==> src/rtl/pipeline_hazard_unit_if.sv <==
// Hazard-unit connection bundle: pre-decoded register fields and stage status
// coming from the datapath, stage enables/valids/forwarding selects and
// performance counters going back to it.
interface pipeline_hazard_unit_if #(
  parameter int AW    = 3,
  parameter int NSRC  = 2,
  parameter int CNT_W = 16
);
  // Datapath -> hazard unit
  logic                 fetch_valid;
  logic [NSRC*AW-1:0]   r_src;
  logic [NSRC-1:0]      r_src_use;
  logic [AW-1:0]        x_dst;
  logic [AW-1:0]        m_dst;
  logic [AW-1:0]        w_dst;
  logic                 x_we;
  logic                 m_we;
  logic                 w_we;
  logic                 x_is_load;
  logic                 br_taken;
  logic                 mem_wait;

  // Hazard unit -> datapath
  logic                 en_f;
  logic                 en_r;
  logic                 en_x;
  logic                 en_m;
  logic                 en_w;
  logic                 v_r;
  logic                 v_x;
  logic                 v_m;
  logic                 v_w;
  logic                 flush;
  logic [2*NSRC-1:0]    fwd_sel;
  logic [CNT_W-1:0]     stall_cnt;
  logic [CNT_W-1:0]     flush_cnt;

  // Datapath side
  modport master (
    output fetch_valid, r_src, r_src_use,
    output x_dst, m_dst, w_dst, x_we, m_we, w_we,
    output x_is_load, br_taken, mem_wait,
    input  en_f, en_r, en_x, en_m, en_w,
    input  v_r, v_x, v_m, v_w,
    input  flush, fwd_sel, stall_cnt, flush_cnt
  );

  // Hazard unit side
  modport slave (
    input  fetch_valid, r_src, r_src_use,
    input  x_dst, m_dst, w_dst, x_we, m_we, w_we,
    input  x_is_load, br_taken, mem_wait,
    output en_f, en_r, en_x, en_m, en_w,
    output v_r, v_x, v_m, v_w,
    output flush, fwd_sel, stall_cnt, flush_cnt
  );
endinterface

==> src/rtl/pipeline_hazard_unit.sv <==
// Hazard / forwarding controller for the 5-stage F/R/X/M/W pipeline.
// Tracks per-stage valid bits, inserts load-use bubbles, flushes on taken
// branches, freezes the front of the pipe while memory is busy, selects the
// forwarding source of every R-stage operand and counts stalls and flushes.
// The interface parameters must match AW/NSRC/CNT_W given here.
module pipeline_hazard_unit #(
  parameter int AW       = 3,
  parameter int NSRC     = 2,
  parameter int LOAD_LAT = 1,
  parameter int ZERO_REG = 0,
  parameter int CNT_W    = 16
) (
  input  logic                   clk,
  input  logic                   rst_n,
  pipeline_hazard_unit_if.slave  hz
);

  typedef enum logic [1:0] {
    RUN      = 2'd0,
    LU_STALL = 2'd1,
    MEM_WAIT = 2'd2
  } state_t;

  // Remaining load-use bubbles after the first one (LOAD_LAT is 1..3)
  localparam logic [1:0] LU_INIT = 2'(LOAD_LAT - 1);

  state_t            state;
  logic [1:0]        lu_cnt;
  logic              v_r;
  logic              v_x;
  logic              v_m;
  logic              v_w;
  logic [CNT_W-1:0]  stall_cnt;
  logic [CNT_W-1:0]  flush_cnt;

  logic [NSRC-1:0]   match_x;
  logic [NSRC-1:0]   match_m;
  logic [NSRC-1:0]   match_w;
  logic              x_load_q;
  logic              freeze;
  logic              branch;
  logic              lu_active;
  logic              lu_hazard;
  logic              en_f;
  logic              en_r;
  logic              en_x;
  logic              en_m;
  logic              en_w;
  logic              stall_now;
  logic [2*NSRC-1:0] fwd_sel;

  // A destination only counts when it is not the hard-wired zero register
  function automatic logic dst_ok(input logic [AW-1:0] dst);
    return !((ZERO_REG != 0) && (dst == '0));
  endfunction

  // Compare each R-stage source against the X/M/W destinations of valid writers
  always_comb begin
    match_x = '0;
    match_m = '0;
    match_w = '0;
    for (int k = 0; k < NSRC; k++) begin
      match_x[k] = hz.r_src_use[k] & v_x & hz.x_we &
                   (hz.r_src[k*AW +: AW] == hz.x_dst) & dst_ok(hz.x_dst);
      match_m[k] = hz.r_src_use[k] & v_m & hz.m_we &
                   (hz.r_src[k*AW +: AW] == hz.m_dst) & dst_ok(hz.m_dst);
      match_w[k] = hz.r_src_use[k] & v_w & hz.w_we &
                   (hz.r_src[k*AW +: AW] == hz.w_dst) & dst_ok(hz.w_dst);
    end
  end

  assign x_load_q = v_x & hz.x_is_load;

  // Youngest producer wins; a load in X has no data yet, so fall back to M/W
  always_comb begin
    fwd_sel = '0;
    for (int k = 0; k < NSRC; k++) begin
      if (match_x[k] && !x_load_q) begin
        fwd_sel[2*k +: 2] = 2'd1;
      end else if (match_m[k]) begin
        fwd_sel[2*k +: 2] = 2'd2;
      end else if (match_w[k]) begin
        fwd_sel[2*k +: 2] = 2'd3;
      end
    end
  end

  // Hazard priority: memory freeze, then branch flush, then load-use interlock
  always_comb begin
    freeze    = hz.mem_wait & v_m;
    branch    = hz.br_taken & v_x & ~freeze;
    lu_active = (state != RUN) & (lu_cnt != 2'd0) & ~freeze & ~branch;
    lu_hazard = v_r & x_load_q & (|match_x) & ~freeze & ~branch & ~lu_active;
  end

  // Stage enables follow the resolved hazard directly, same cycle
  always_comb begin
    en_f      = ~(freeze | lu_active | lu_hazard);
    en_r      = ~(freeze | lu_active | lu_hazard);
    en_x      = ~freeze;
    en_m      = ~freeze;
    en_w      = 1'b1;
    stall_now = ~en_f | ~en_r;
  end

  // Pipeline-control FSM, stage valid bits and saturating counters
  always_ff @(posedge clk or negedge rst_n) begin
    if (!rst_n) begin
      state     <= RUN;
      lu_cnt    <= 2'd0;
      v_r       <= 1'b0;
      v_x       <= 1'b0;
      v_m       <= 1'b0;
      v_w       <= 1'b0;
      stall_cnt <= '0;
      flush_cnt <= '0;
    end else begin
      if (stall_now && (stall_cnt != '1)) begin
        stall_cnt <= stall_cnt + CNT_W'(1);
      end
      if (branch && (flush_cnt != '1)) begin
        flush_cnt <= flush_cnt + CNT_W'(1);
      end

      if (freeze) begin
        // F..M hold; W retires and is refilled with a bubble
        state <= MEM_WAIT;
        v_w   <= 1'b0;
      end else if (branch) begin
        // Kill the wrong-path R and F instructions, branch moves on to M
        state  <= RUN;
        lu_cnt <= 2'd0;
        v_r    <= 1'b0;
        v_x    <= 1'b0;
        v_m    <= 1'b1;
        v_w    <= v_m;
      end else if (lu_active) begin
        // Further load-use bubbles while F/R hold
        state  <= LU_STALL;
        lu_cnt <= lu_cnt - 2'd1;
        v_x    <= 1'b0;
        v_m    <= v_x;
        v_w    <= v_m;
      end else if (lu_hazard) begin
        // First load-use bubble
        state  <= LU_STALL;
        lu_cnt <= LU_INIT;
        v_x    <= 1'b0;
        v_m    <= v_x;
        v_w    <= v_m;
      end else begin
        state <= RUN;
        v_r   <= hz.fetch_valid;
        v_x   <= v_r;
        v_m   <= v_x;
        v_w   <= v_m;
      end
    end
  end

  assign hz.en_f      = en_f;
  assign hz.en_r      = en_r;
  assign hz.en_x      = en_x;
  assign hz.en_m      = en_m;
  assign hz.en_w      = en_w;
  assign hz.v_r       = v_r;
  assign hz.v_x       = v_x;
  assign hz.v_m       = v_m;
  assign hz.v_w       = v_w;
  assign hz.flush     = branch;
  assign hz.fwd_sel   = fwd_sel;
  assign hz.stall_cnt = stall_cnt;
  assign hz.flush_cnt = flush_cnt;

endmodule
==> src/flat_wrapper.sv <==
// flat-port wrapper written by rule: the top's interface ports become plain ports
module pipeline_hazard_unit_flat 
#(
  parameter int AW       = 3,
  parameter int NSRC     = 2,
  parameter int LOAD_LAT = 1,
  parameter int ZERO_REG = 0,
  parameter int CNT_W    = 16
)
  (clk, rst_n, hz_fetch_valid, hz_r_src, hz_r_src_use, hz_x_dst, hz_m_dst, hz_w_dst, hz_x_we, hz_m_we, hz_w_we, hz_x_is_load, hz_br_taken, hz_mem_wait, hz_en_f, hz_en_r, hz_en_x, hz_en_m, hz_en_w, hz_v_r, hz_v_x, hz_v_m, hz_v_w, hz_flush, hz_fwd_sel, hz_stall_cnt, hz_flush_cnt);
  pipeline_hazard_unit_if #(.AW(AW), .NSRC(NSRC), .CNT_W(CNT_W)) hz_i ();
  input  logic clk;
  input  logic rst_n;
  input wire logic [$bits(hz_i.fetch_valid)-1:0] hz_fetch_valid;
  input wire logic [$bits(hz_i.r_src)-1:0] hz_r_src;
  input wire logic [$bits(hz_i.r_src_use)-1:0] hz_r_src_use;
  input wire logic [$bits(hz_i.x_dst)-1:0] hz_x_dst;
  input wire logic [$bits(hz_i.m_dst)-1:0] hz_m_dst;
  input wire logic [$bits(hz_i.w_dst)-1:0] hz_w_dst;
  input wire logic [$bits(hz_i.x_we)-1:0] hz_x_we;
  input wire logic [$bits(hz_i.m_we)-1:0] hz_m_we;
  input wire logic [$bits(hz_i.w_we)-1:0] hz_w_we;
  input wire logic [$bits(hz_i.x_is_load)-1:0] hz_x_is_load;
  input wire logic [$bits(hz_i.br_taken)-1:0] hz_br_taken;
  input wire logic [$bits(hz_i.mem_wait)-1:0] hz_mem_wait;
  output wire logic [$bits(hz_i.en_f)-1:0] hz_en_f;
  output wire logic [$bits(hz_i.en_r)-1:0] hz_en_r;
  output wire logic [$bits(hz_i.en_x)-1:0] hz_en_x;
  output wire logic [$bits(hz_i.en_m)-1:0] hz_en_m;
  output wire logic [$bits(hz_i.en_w)-1:0] hz_en_w;
  output wire logic [$bits(hz_i.v_r)-1:0] hz_v_r;
  output wire logic [$bits(hz_i.v_x)-1:0] hz_v_x;
  output wire logic [$bits(hz_i.v_m)-1:0] hz_v_m;
  output wire logic [$bits(hz_i.v_w)-1:0] hz_v_w;
  output wire logic [$bits(hz_i.flush)-1:0] hz_flush;
  output wire logic [$bits(hz_i.fwd_sel)-1:0] hz_fwd_sel;
  output wire logic [$bits(hz_i.stall_cnt)-1:0] hz_stall_cnt;
  output wire logic [$bits(hz_i.flush_cnt)-1:0] hz_flush_cnt;
  assign hz_i.fetch_valid = hz_fetch_valid;
  assign hz_i.r_src = hz_r_src;
  assign hz_i.r_src_use = hz_r_src_use;
  assign hz_i.x_dst = hz_x_dst;
  assign hz_i.m_dst = hz_m_dst;
  assign hz_i.w_dst = hz_w_dst;
  assign hz_i.x_we = hz_x_we;
  assign hz_i.m_we = hz_m_we;
  assign hz_i.w_we = hz_w_we;
  assign hz_i.x_is_load = hz_x_is_load;
  assign hz_i.br_taken = hz_br_taken;
  assign hz_i.mem_wait = hz_mem_wait;
  assign hz_en_f = hz_i.en_f;
  assign hz_en_r = hz_i.en_r;
  assign hz_en_x = hz_i.en_x;
  assign hz_en_m = hz_i.en_m;
  assign hz_en_w = hz_i.en_w;
  assign hz_v_r = hz_i.v_r;
  assign hz_v_x = hz_i.v_x;
  assign hz_v_m = hz_i.v_m;
  assign hz_v_w = hz_i.v_w;
  assign hz_flush = hz_i.flush;
  assign hz_fwd_sel = hz_i.fwd_sel;
  assign hz_stall_cnt = hz_i.stall_cnt;
  assign hz_flush_cnt = hz_i.flush_cnt;
  pipeline_hazard_unit #(.AW(AW), .NSRC(NSRC), .LOAD_LAT(LOAD_LAT), .ZERO_REG(ZERO_REG), .CNT_W(CNT_W)) u_core (.clk(clk), .rst_n(rst_n), .hz(hz_i));
endmodule
==> config.mk <==
export PLATFORM = sky130hd
export DESIGN_NAME = pipeline_hazard_unit_flat
export DESIGN_NICKNAME = d
export VERILOG_FILES = /design/src/rtl/pipeline_hazard_unit_if.sv /design/src/rtl/pipeline_hazard_unit.sv /design/src/flat_wrapper.sv
export SDC_FILE = /design/constraint.sdc
export NUM_CORES = 1
export LEC_CHECK = 0
export ABC_CLOCK_PERIOD_IN_PS = 2390
export BUFFER_PORTS_ARGS = -buffer_cell sky130_fd_sc_hd__buf_4
export CORE_UTILIZATION = 50
export CTS_BUF_LIST = sky130_fd_sc_hd__clkbuf_8 sky130_fd_sc_hd__clkbuf_16
export CTS_CLUSTER_SIZE = 40
export DETAILED_ROUTE_END_ITERATION = 10
export HOLD_SLACK_MARGIN = 0.1
export PLACE_DENSITY = 0.79
export RECOVER_POWER = 100
export SLEW_MARGIN = 10
export SYNTH_ARGS = -nofsm -noshare
export SYNTH_HDL_FRONTEND = slang
export SYNTH_SLANG_ARGS = --single-unit
export TNS_END_PERCENT = 100
==> constraint.sdc <==
create_clock -name clk -period 2.39 [get_ports clk]
set_input_delay 0.1195 -clock clk [delete_from_list [all_inputs] [get_ports clk]]
set_output_delay 0.1195 -clock clk [all_outputs]
set_load 0.03 [all_outputs]
=== Word level (Yosys, flattened, before mapping) ===
Cells that the tools add are included.

* Word-level logic and storage cells: 89
* Output and inout port bits: 46
* Input port bits: 26
* Flip-flop bits (word level): 40

* Bitwise operators: 36
* Eq/ne operators: 10
* Reductions and logical operators: 11
* Mux-type cells: 21
* $add $sub $neg: 3

{| class="wikitable"
|+ Operators with widths
! kind !! count
|-
| adder 16 x 1 -> 16 bit, second input constant || 2
|-
| inequality test 16 bit, second input constant || 2
|-
| bitwise AND 1 bit || 30
|-
| two-way mux 2 bit || 12
|-
| == test 3 bit || 6
|-
| two-way mux 1 bit || 9
|-
| logical AND 1 bit || 4
|-
| inequality test 2 x 1 -> 1 bit, second input constant || 2
|-
| NOT 1 bit || 4
|-
| nonzero test 2 bit || 2
|-
| AND reduction 3 bit || 1
|-
| nonzero test 3 bit || 1
|-
| OR 1 bit || 2
|-
| AND reduction 2 bit || 1
|-
| OR reduction 2 bit || 1
|-
| subtractor 2 x 1 -> 2 bit, second input constant || 1
|-
| logical NOT 1 bit || 1
|}

=== Logic depth before layout (Yosys ltp) ===
Gate-level depths: netlist of the first run.

* Depth after elaboration: 12
* Depth in mapped cells: 7
* Gate-level depth less buffers: 7

=== Least setup slack after synthesis of the first run ===
Ideal clock, no wire load.

* Path kind: register to output
* Start point: register u_core.v_m (netlist: u_core.hz.v_m)
* End point: output hz_en_r
* Buffers on the path: 1
* Arrival: 2.279 ns
* Stages on the path, launching flop included: 5
* Slack: -0.009 ns
* Required time: 2.271 ns
* Cells stage by stage: dfrtp_1 -> nand2_1 -> inv_1 -> nor3_1 -> buf_4

* Word-level cells in the longest chain between the ends: 9
* Elaborated cells on any way between the ends: 13
* Classes of those cells: bitwise (13)

{| class="wikitable"
|+ Ends and longest elaborated chain
! element !! line !! text
|-
| start: declaration || pipeline_hazard_unit.sv:31 || <nowiki>logic v_m;</nowiki>
|-
| start signal: assignment || pipeline_hazard_unit.sv:142 || <nowiki>v_m <= v_x;</nowiki>
|-
| start signal: assignment || pipeline_hazard_unit.sv:149 || <nowiki>v_m <= v_x;</nowiki>
|-
| start signal: assignment || pipeline_hazard_unit.sv:155 || <nowiki>v_m <= v_x;</nowiki>
|-
| bitwise AND 1 bit * || pipeline_hazard_unit.sv:90 || <nowiki>freeze = hz.mem_wait & v_m;</nowiki>
|-
| NOT 1 bit (no source line) * || n/a ||
|-
| named net hz_en_m || flat_wrapper.sv:29 || <nowiki>output wire logic [$bits(hz_i.en_m)-1:0] hz_en_m;</nowiki>
|-
| bitwise AND 1 bit || pipeline_hazard_unit.sv:91 || <nowiki>branch = hz.br_taken & v_x & ~freeze;</nowiki>
|-
| NOT 1 bit || pipeline_hazard_unit.sv:92, pipeline_hazard_unit.sv:93 ||
|-
| bitwise AND 1 bit || pipeline_hazard_unit.sv:92 || <nowiki>lu_active = (state != RUN) & (lu_cnt != 2'd0) & ~freeze & ~branch;</nowiki>
|-
| NOT 1 bit || pipeline_hazard_unit.sv:93 || <nowiki>lu_hazard = v_r & x_load_q & (|match_x) & ~freeze & ~branch & ~lu_active;</nowiki>
|-
| bitwise AND 1 bit || pipeline_hazard_unit.sv:93 ||
|-
| OR 1 bit * || pipeline_hazard_unit.sv:99 || <nowiki>en_r = ~(freeze | lu_active | lu_hazard);</nowiki>
|-
| NOT 1 bit * || pipeline_hazard_unit.sv:99 ||
|-
| end: declaration || flat_wrapper.sv:27 || <nowiki>output wire logic [$bits(hz_i.en_r)-1:0] hz_en_r;</nowiki>
|}

The timed path passes the listed nets; every way through them passes the cells marked *.

=== Worst setup path after layout of the first run ===
* Start point: register u_core.v_x (netlist: u_core.hz.v_x)
* End point: output hz_en_f

* Word-level cells in the longest chain between the ends: 10
* Elaborated cells on any way between the ends: 21
* Classes of those cells: bitwise (20); reduce/logical (1)

{| class="wikitable"
|+ Ends and longest elaborated chain
! element !! line !! text
|-
| start: declaration || pipeline_hazard_unit.sv:30 || <nowiki>logic v_x;</nowiki>
|-
| start signal: assignment || pipeline_hazard_unit.sv:154 || <nowiki>v_x <= v_r;</nowiki>
|-
| bitwise AND 1 bit (3 in series) || pipeline_hazard_unit.sv:63 || <nowiki>match_x[k] = hz.r_src_use[k] & v_x & hz.x_we &</nowiki>
|-
| OR reduction 2 bit || pipeline_hazard_unit.sv:93 ||
|-
| bitwise AND 1 bit (4 in series) || pipeline_hazard_unit.sv:93 ||
|-
| OR 1 bit * || pipeline_hazard_unit.sv:98 || <nowiki>en_f = ~(freeze | lu_active | lu_hazard);</nowiki>
|-
| NOT 1 bit * || pipeline_hazard_unit.sv:98 ||
|-
| end: declaration || flat_wrapper.sv:26 || <nowiki>output wire logic [$bits(hz_i.en_f)-1:0] hz_en_f;</nowiki>
|}

Mark *: on every way between the ends. The rest lies on a longest branch, timed or not.

==> run_results.csv, run 1 <==
group,metric,value,unit
sta,final_max_slew_viol_count,0,
sta,period_minus_slack,2070,ps
grt,grt_overflow,0,
synthesis,synth_area_leader_cell,"dfrtp_1",
synthesis,yosysSeqAreaShare,45.6,%
place,gp_congestion,0.916,
drt,dr.pass1.iters,4,
sta,grt_setup_unrepaired,"no",
clock_network,cts-root-buf,"clkbuf_8",
synthesis,syn_nets,253,
drt,ant_nets,0,
sta,setup_viol,0,
clock_network,clk_latency,290,ps
synthesis,yosys_register_bits,40,
power_and_ir_drop,ir_drop,0.619,mV
die,fp-row-count,23,
run,maxCapViolCount,0,
synthesis,synth_cells,224,
synthesis,synth_warnings,0,
sta,tightest_slew,970,ps
clock_network,clk_path_buf_depth,2,
clock_network,hold_buffers,3,
drt,drt_iter0_markers,79,
grt,grt_pass1_wl,7970,um
finish,post-route-util,65.0,%
sta,clock.fmax,482,MHz
die,dieArea,0.00466,mm^2
sta,relSlewSlack,35.3,%
grt,grt_max_degree,41,
synthesis,synth.top_cell.area_share,45.6,%
die,dieHeight,68.2,um
worst_setup_path,cp.arrival,1960,ps
sta,setup_tns,0,ps
finish,syn2layout_area_growth,21.9,%
power_and_ir_drop,powerDensity,772,mW/mm^2
clock_network,clkTransAtPathRegs,70,ps
synthesis,synth_area,0.00219,mm^2
synthesis,ys_types,39,
die,ios,72,
die,die_x,68.2,um
worst_setup_path,cp_max_fo,10,
place,portBuffers,70,
clock_network,postCtsSetupRepairBufs,0,
finish,final_layout_size_suffix_gt1_share,12.7,%
run_status,status,"completed",
worst_setup_path,cp-start-kind,"flop",
synthesis,synth.area.top_cells,"dfrtp_1 (46%), xor2_1 (13%), xnor2_1 (6.0%)",
drt,via_per_inst,5.39,
power_and_ir_drop,power,2.06,mW
sta,fin_crit_sh,86.8,%
min_path,hp-class,"input port to flop",
clock_network,cts_tree,"yes",
clock_network,post_cts_resized,0,
worst_setup_path,crit_type,"flop to primary output",
clock_network,cts_buffers,5,
clock_network,clkSinkCount,40,
drt,routed_wl,4820,um
grt,antenna_found_initial,0,
sta,finalWorstSetupSlack,315,ps
drt,remaining_drc_errors,0,
sta,hold_ws,149,ps
synthesis,syn_avg_cell_area,9.79,um^2
grt,grt_usage,23.0,%
sta,hold_viol_final,0,
drt,routedWlPerCell,13.8,um
finish,final_nets,328,
grt,grt_pass1_vias,1820,
worst_setup_path,required,2270,ps
place,dp_hpwl,3670,um
power_and_ir_drop,cellLeakagePower,1.24,nW
worst_setup_path,endpoint_kind,"primary output",
place,pre_cts_slack,422,ps
die,core_area,0.00412,mm^2
die,start_util,53.3,%
drt,vias,1880,
clock_network,htree_num_levels,2,
sta,fin_skew,9.03,ps
finish,n_antenna_cell,0,
critical path: stages, from the launching register on:
cell	delay, ps
dfrtp_1	510
and2_4	220
or3_1	180
inv_1	80
nor3_1	390
clkbuf_2	290
routing by layer:
layer	track usage, %	wire length [um]	vias to the layer above
li1	-	-	920
met1	27.6	2200	906
met2	40.6	2350	48
met3	5.33	217	6
met4	6.77	58	0
met5	0	0	-
kinds of logic (layout without fill, tap and decap cells):
group	after synthesis	after routing	synth area share (%)
xor gates and xnor gates	48	48	19.2
DFF	40	40	45.6
buffers and inverters	13	88	2.79
and+or+nand+nor	100	100	24.5
AOI/OAI and AO/OA	19	19	6.05
other	1	1	0.171
adders and majority gates	3	3	1.71
through the flow:
step,std cells,area [um^2]
2_1_floorplan,224,2200
3_3_place_gp,339,2760
3_5_place_dp,339,2760
4_1_cts,349,2870
5_1_grt,349,2670
6_report,349,2670
path summary, 6_finish.rpt:
check / startpoint / end / slack, ps / cells past startpoint
max: u_core.hz.v_x$_DFFE_PN0N_ / hz_en_f / 320 / 5
max in group asynchronous: rst_n / u_core.hz.flush_cnt[2]$_DFFE_PN0P_ / 1270 / 2
min in group asynchronous: rst_n / u_core.hz.stall_cnt[12]$_DFFE_PN0P_ / 510 / 2
min: hz_br_taken / u_core.hz.v_r$_DFFE_PN0P_ / 150 / 4
min reg2reg: u_core.hz.stall_cnt[6]$_DFFE_PN0P_ / u_core.hz.stall_cnt[6]$_DFFE_PN0P_ / 500 / 1
max reg2reg: u_core.hz.v_x$_DFFE_PN0N_ / u_core.hz.stall_cnt[9]$_DFFE_PN0P_ / 350 / 6
state kept, by name, summed over array words and instances, names as in the netlist:
| register | cells |
|---|---|
| u_core.hz.flush_cnt | 16 |
| u_core.hz.stall_cnt | 16 |
| u_core.lu_cnt | 2 |
| u_core.state | 2 |
| u_core.hz.v_m | 1 |
| u_core.hz.v_r | 1 |
| u_core.hz.v_w | 1 |
| u_core.hz.v_x | 1 |
final cells by class:
type | instances | area [um^2]
sequential | 40 | 1000
clock buffer | 5 | 68.8
multi-input combinational | 171 | 1110
fill | 415 | 1440
tap | 50 | 62.6
inverter | 8 | 30.0
clock inverter | 2 | 12.5
timing repair buffer | 73 | 390
power breakdown:
group	leakage, nW	total, mW	internal [mW]	switching (mW)
Combinational	0.664	0.703	0.212	0.491
Sequential	0.539	0.924	0.779	0.145
Clock	0.0400	0.436	0.198	0.238
Yosys cell counts:
library cell  number
dfrtp_1           40
xor2_1            33
nand2_1           27
nand3_1           15
nor2_1            15
xnor2_1           15
inv_1              8
nand4_1            8
nor3_1             8
and2_1             5
nor4_1             4
o21ai_0            4
and4_1             3
buf_4              3
ha_1               3
a21o_1             2
a21oi_1            2
and3_1             2
o21a_1             2
o31ai_1            2
o32ai_1            2
or3_1              2
or4_1              2
or4_4              2
a32o_1             1
and2_4             1
buf_2              1
clkbuf_1           1
conb_1             1
nand2_4            1
nand2b_1           1
nand4_4            1
nand4b_1           1
nor2b_1            1
o2111ai_1          1
o211ai_1           1
o21ai_1            1
o311ai_1           1
or2_2              1
cells in the final DEF, fill, tap and decap left out, types with 3 or more instances in the layout:
| master | count |
|---|---|
| clkbuf_1 | 42 |
| dfrtp_1 | 40 |
| xor2_1 | 33 |
| nand2_1 | 27 |
| buf_4 | 25 |
| nor2_1 | 15 |
| nand3_1 | 15 |
| xnor2_1 | 15 |
| nand4_1 | 9 |
| inv_1 | 8 |
| nor3_1 | 8 |
| clkbuf_8 | 5 |
| or4_1 | 4 |
| o21ai_0 | 4 |
| nor4_1 | 4 |
| and2_1 | 3 |
| and4_1 | 3 |
| ha_1 | 3 |
| dlygate4sd3_1 | 3 |
| clkbuf_2 | 3 |
Power figures use the tool's default switching activity.
==> run 2, diff against run 1 <==
Settings changed: ABC_CLOCK_PERIOD_IN_PS 2390 to 1750, CORE_UTILIZATION 50 to 46, CTS_BUF_LIST sky130_fd_sc_hd__clkbuf_8 sky130_fd_sc_hd__clkbuf_16 to default, PLACE_DENSITY 0.79 to 0.77.
Clock period 2.39 ns to 1.75 ns, I/O delays scaled along.
==> run 2 against run 1 <==
Effect of this change: the flow now finishes with violations (DRC, setup timing); register-to-register slack worse by 460 ps; combinational power is 98% higher; sequential power is 31% higher; die area is 8.4% higher; final cell count is 6.9% higher; total power is 65% higher; non-clock buffer count is 20 higher; core utilization is 6.3 points higher; critical path depth is 2 higher; global-route usage is 0.36 points lower; via count is 4.7% higher; clock power is 86% higher; critical endpoint is now u_core.hz.stall_cnt[15]$_DFFE_PN0P_; largest cell class unchanged; highest routed layer unchanged.
==> run_results.csv, run 2 (synthesis results as in run 1) <==
group,metric,value,unit
run_status,status,"finished with violations",
run_status,failed_checks,"DRC, setup timing",
clock_network,clkTransAtPathRegs,90,ps
finish,syn2layout_area_growth,45.3,%
sta,grt_setup_unrepaired,"yes",
grt,grt_pass1_wl,9020,um
finish,post-route-util,71.2,%
grt,grt_pass1_vias,1948,
grt,grt_usage,22.7,%
clock_network,clk_path_buf_depth,2,
power_and_ir_drop,p_switching,1.37,mW
min_path,hp-class,"input port to flop",
sta,final_max_slew_viol_count,0,
grt,grt_overflow,0,
die,start_util,49.0,%
die,fp-row-count,24,
grt,antenna_found_initial,0,
power_and_ir_drop,power_frac_comb,40.7,%
sta,clock.fmax,538,MHz
drt,vias,1968,
finish,final_nets,349,
power_and_ir_drop,sw_frac_of_total,40.2,%
place,dpl-instance-area,0.00299,mm^2
finish,stdcell_area,0.00319,mm^2
place,dp_hpwl,3750,um
worst_setup_path,crit_type,"flop to flop",
drt,drt_iter0_markers,79,
clock_network,clk_latency,300,ps
grt,grt_max_degree,41,
finish,top_regs,"u_core.hz.flush_cnt x16, u_core.hz.stall_cnt x16",
worst_setup_path,cp_max_fo,5,
drt,ant_nets,0,
clock_network,cts_tree,"yes",
run,maxCapViolCount,0,
power_and_ir_drop,seq_power_share,35.4,%
worst_setup_path,endpoint_kind,"flop",
finish,fillCellCount,380,
die,core_area,0.00447,mm^2
clock_network,cts_buffers,5,
power_and_ir_drop,clkPwrFrac,23.8,%
place,portBuffers,70,
clock_network,clkSinkCount,40,
finish,n_antenna_cell,0,
worst_setup_path,cp.arrival,2080,ps
drt,dr.pass1.iters,7,
sta,period_minus_slack,1860,ps
die,die_x,71.1,um
die,dieArea,0.00505,mm^2
drt,routed_wl,5390,um
power_and_ir_drop,powerDensity,1070,mW/mm^2
sta,fin_crit_sh,106,%
finish,final_layout_size_suffix_gt1_share,33.0,%
power_and_ir_drop,cellLeakagePower,1.50,nW
clock_network,cts-root-buf,"clkbuf_8",
sta,finalWorstSetupSlack,-110,ps
sta,fin_skew,8.06,ps
clock_network,htree_num_levels,2,
drt,via_per_inst,5.28,
worst_setup_path,cp-start-kind,"flop",
sta,relSlewSlack,35.1,%
drt,remaining_drc_errors,5,
sta,hold_viol_final,0,
power_and_ir_drop,power,3.40,mW
drt,routedWlPerCell,14.4,um
power_and_ir_drop,p_int,2.03,mW
finish,layout_common_cells,"buf_4 (46), clkbuf_1 (38), xor2_1 (33), dfrtp_1 (33), nand2_1 (26)",
sta,setup_viol,21,
sta,tightest_slew,973,ps
power_and_ir_drop,ir_drop,0.769,mV
worst_setup_path,required,1970,ps
finish,final_common_cell,"buf_4",
die,ios,72,
place,gp_congestion,0.814,
die,dieHeight,71.1,um
==> run 2: cell types whose count changed in the layout (fill, tap and decap cells not counted), sizes merged <==
| cell | change |
|---|---|
| dlygate4sd3 | +1 |
| nand2 | +1 |
| clkbuf | -5 |
| clkinvlp | -1 |
| bufinv | +1 |
| buf | +25 |
==> run 2: routing by layer <==
metal,vias to the layer above,track usage (%),share of wire [%]
met1,940,29.3,45
met5,-,0,0
met3,9,3.85,3.8
met4,0,7.33,1.5
met2,48,38.8,49
li1,971,-,-
==> run 2: what timing repair did <==
action	CTS	global route
gates cloned	1	0
setup buffers	4	1
hold endpoints to repair	42	0
setup endpoints to repair	14	34
gates resized for setup	17	20
hold buffers	4	0
pin swaps	9	10
==> run 2: critical path, stage by stage (launching register included) <==
cell and delay [ps]:
dfrtp_2 420, buf_4 140, nand4b_1 240, o311ai_4 200, o21a_2 310, nand2_8 110, nor4_4 170, xor2_1 180
==> run 2: final timing paths <==
kind | start | end | slack (ps) | cells past startpoint
setup / recovery | u_core.hz.v_x$_DFFE_PN0N_ | u_core.hz.stall_cnt[15]$_DFFE_PN0P_ | -110 | 7
hold / removal | hz_br_taken | u_core.lu_cnt[0]$_DFFE_PN0P_ | 340 | 4
setup reg to reg | u_core.hz.v_x$_DFFE_PN0N_ | u_core.hz.stall_cnt[15]$_DFFE_PN0P_ | -110 | 7
hold reg to reg | u_core.hz.flush_cnt[9]$_DFFE_PN0P_ | u_core.hz.flush_cnt[9]$_DFFE_PN0P_ | 490 | 1
max in group asynchronous | rst_n | u_core.hz.flush_cnt[8]$_DFFE_PN0P_ | 610 | 2
min in group asynchronous | rst_n | u_core.hz.stall_cnt[11]$_DFFE_PN0P_ | 480 | 2
==> run 2: per-stage QoR <==
| stage | hold slack [ps] | setup TNS [ps] | instances | setup WS [ps] |
|---|---|---|---|---|
| floorplan | -208 | -442 | 224 | -85.6 |
| global placement | 88.2 | 0 | 356 | 47.2 |
| detailed placement | 97.2 | -47.0 | 356 | -19.3 |
| CTS | 311 | -688 | 372 | -84.9 |
| global route | 358 | -3130 | 373 | -185 |
| finish | 338 | -1260 | 373 | -110 |
==> run 2: layout make-up <==
| type | instances | area [um^2] | share of cell area (%) |
|---|---|---|---|
| multi-input combinational | 172 | 1380 | 43.4 |
| clock buffer | 6 | 82.6 | 2.59 |
| timing repair buffer | 93 | 578 | 18.1 |
| inverter | 8 | 30.0 | 0.942 |
| tap | 52 | 65.1 | 2.04 |
| sequential | 40 | 1010 | 31.7 |
| clock inverter | 2 | 38.8 | 1.22 |
==> run 2: power groups by stage <==
stage | clock network [mW] | registers, mW | logic (mW)
after floorplan | 0 | 1.51 | 0.548
after global placement | 0 | 1.22 | 1.37
after detailed placement | 0 | 1.23 | 1.38
after CTS | 0.821 | 1.20 | 1.46
after global routing | 0.844 | 1.23 | 1.49
final | 0.811 | 1.21 | 1.39
==> run 3, diff against run 2 <==
==> constraint.sdc (replaced) <==
create_clock -name clk -period 1.75 [get_ports clk]
set_input_delay 0.525 -clock clk [delete_from_list [all_inputs] [get_ports clk]]
set_output_delay 0.525 -clock clk [all_outputs]
set_load 0.03 [all_outputs]
==> run 3 against run 2 <==
Effect of this change: the run still ends with DRC, setup timing left; critical path depth fell by 1; combinational power grew 16%; cell area grew 10%; hold slack better by 44 ps; global-route usage grew 0.31 points; core utilization rose by 7.3 points; highest routed layer unchanged; sequential power hardly changed; total power up 0.34%; register-to-register slack worse by 260 ps; first-iteration DRC count shrank 7.6%; fmax decreased by 21%; clock skew rose by 3.4 ps.
==> run_results.csv, run 3 (synthesis results as in run 1) <==
group,metric,value,unit
run_status,status,"finished with violations",
run_status,failed_checks,"DRC, setup timing",
power_and_ir_drop,p_switching,1.43,mW
clock_network,clk_latency,290,ps
grt,antenna_found_initial,0,
clock_network,clkSinkCount,40,
finish,top_regs,"u_core.hz.flush_cnt x16, u_core.hz.stall_cnt x16",
clock_network,cts_buffers,5,
worst_setup_path,critPathLaunch,"hz_x_dst[2]",
power_and_ir_drop,powerDensity,972,mW/mm^2
sta,setup_tns,-8050,ps
clock_network,cts-root-buf,"clkbuf_8",
clock_network,clk_path_buf_depth,2,
grt,grt_usage,23.0,%
die,core_area,0.00447,mm^2
sta,finalWorstSetupSlack,-615,ps
worst_setup_path,required,1220,ps
die,dieArea,0.00505,mm^2
place,placed_cells,386,
power_and_ir_drop,seq_power_share,35.2,%
place,portBuffers,70,
sta,final_max_slew_viol_count,0,
sta,period_minus_slack,2370,ps
run,maxCapViolCount,0,
clock_network,clkTransAtPathRegs,80,ps
finish,post-route-util,78.5,%
sta,hold_viol_final,0,
die,dieHeight,71.1,um
sta,tightest_slew,998,ps
sta,fin_crit_sh,135,%
sta,grt_setup_unrepaired,"yes",
power_and_ir_drop,sw_frac_of_total,41.9,%
place,gp_congestion,0.785,
worst_setup_path,crit_type,"input port to primary output",
worst_setup_path,cp_max_fo,3,
drt,vias,2148,
clock_network,cts_tree,"yes",
worst_setup_path,cp.arrival,1840,ps
drt,drt_iter0_markers,73,
place,dp_hpwl,4080,um
power_and_ir_drop,ir_drop,0.676,mV
min_path,hp-class,"input port to async pin",
grt,grt_pass1_wl,9240,um
finish,layout_common_cells,"buf_4 (66), dfrtp_1 (35), xor2_1 (32)",
power_and_ir_drop,p_int,1.98,mW
worst_setup_path,r2r_start,"u_core.hz.v_x$_DFFE_PN0N_",
drt,via_per_inst,5.36,
sta,relSlewSlack,33.5,%
drt,routed_wl,6230,um
grt,grt_pass1_vias,2040,
drt,dr.pass1.iters,7,
die,fp-row-count,24,
power_and_ir_drop,power_frac_comb,47.0,%
grt,grt_max_degree,41,
finish,fin_cells,401,
sta,setup_viol,38,
sta,fin_skew,11.4,ps
drt,remaining_drc_errors,3,
finish,final_layout_size_suffix_gt1_share,45.3,%
die,die_x,71.1,um
sta,hold_ws,382,ps
clock_network,htree_num_levels,2,
place,pre_cts_slack,-638,ps
finish,final_nets,377,
worst_setup_path,cp-start-kind,"input port",
power_and_ir_drop,clkPwrFrac,17.8,%
finish,final_common_cell,"buf_4",
drt,ant_nets,0,
worst_setup_path,endpoint_kind,"primary output",
finish,syn2layout_area_growth,60.2,%
die,start_util,49.0,%
power_and_ir_drop,cellLeakagePower,1.72,nW
die,ios,72,
drt,routedWlPerCell,15.5,um
grt,grt_overflow,0,
finish,n_antenna_cell,0,
sta,clock.fmax,423,MHz
-- run 3: routing by layer --
metal	part of all wire (%)	up-vias	GRT usage, %
met5	0	-	0
met4	2.4	0	5.56
met3	3.6	14	5.41
met2	53	60	39.6
met1	41	1054	29.3
li1	-	1020	-
-- run 3: per-stage QoR --
step	cell area [um^2]	total power [mW]
6_report	3510	3.41
5_1_grt	3510	3.58
4_1_cts	3460	3.41
3_5_place_dp	3270	2.76
3_3_place_gp	3270	2.72
2_1_floorplan	2380	2.08
-- run 3: area by class of cell --
type                            count  area, um^2
Inverter                            8        30.0
Tap cell                           52        65.1
Multi-Input combinational cell    172        1470
Fill cell                         327         961
Clock buffer                        6        72.6
Sequential cell                    40        1010
Timing Repair Buffer              121         852
Clock inverter                      2        12.5
-- run 3: power groups by stage --
| stage | Combinational, mW | Sequential [mW] | Clock, mW |
|---|---|---|---|
| floorplan | 0.578 | 1.51 | 0 |
| global placement | 1.51 | 1.21 | 0 |
| global route | 1.72 | 1.22 | 0.642 |
| CTS | 1.60 | 1.20 | 0.607 |
| finish | 1.61 | 1.20 | 0.608 |
| detailed placement | 1.54 | 1.22 | 0 |
-- run 3: path summary, 6_finish.rpt --
check | endpoint | slack, ps | cells past startpoint
max | hz_fwd_sel[1] | -620 | 6
min | u_core.hz.stall_cnt[6]$_DFFE_PN0P_ | 380 | 1
max reg2reg | u_core.hz.stall_cnt[13]$_DFFE_PN0P_ | -370 | 8
min reg2reg | u_core.hz.stall_cnt[6]$_DFFE_PN0P_ | 480 | 1
max in group asynchronous | u_core.hz.flush_cnt[1]$_DFFE_PN0P_ | 690 | 1
min in group clk | u_core.hz.v_w$_DFF_PN0_ | 390 | 2
-- run 3: critical path, cell delays in order --
cell and delay, ps:
buf_4 120, xor2_1 160, or4_4 560, a21o_1 200
and2_4 140, buf_6 130
-- run 3: what timing repair did --
action,CTS,global route
gates cloned,1,0
setup buffers,2,4
resized for setup,20,39
pin swaps,17,22
endpoints found under the setup margin,27,31
hold buffers,0,0
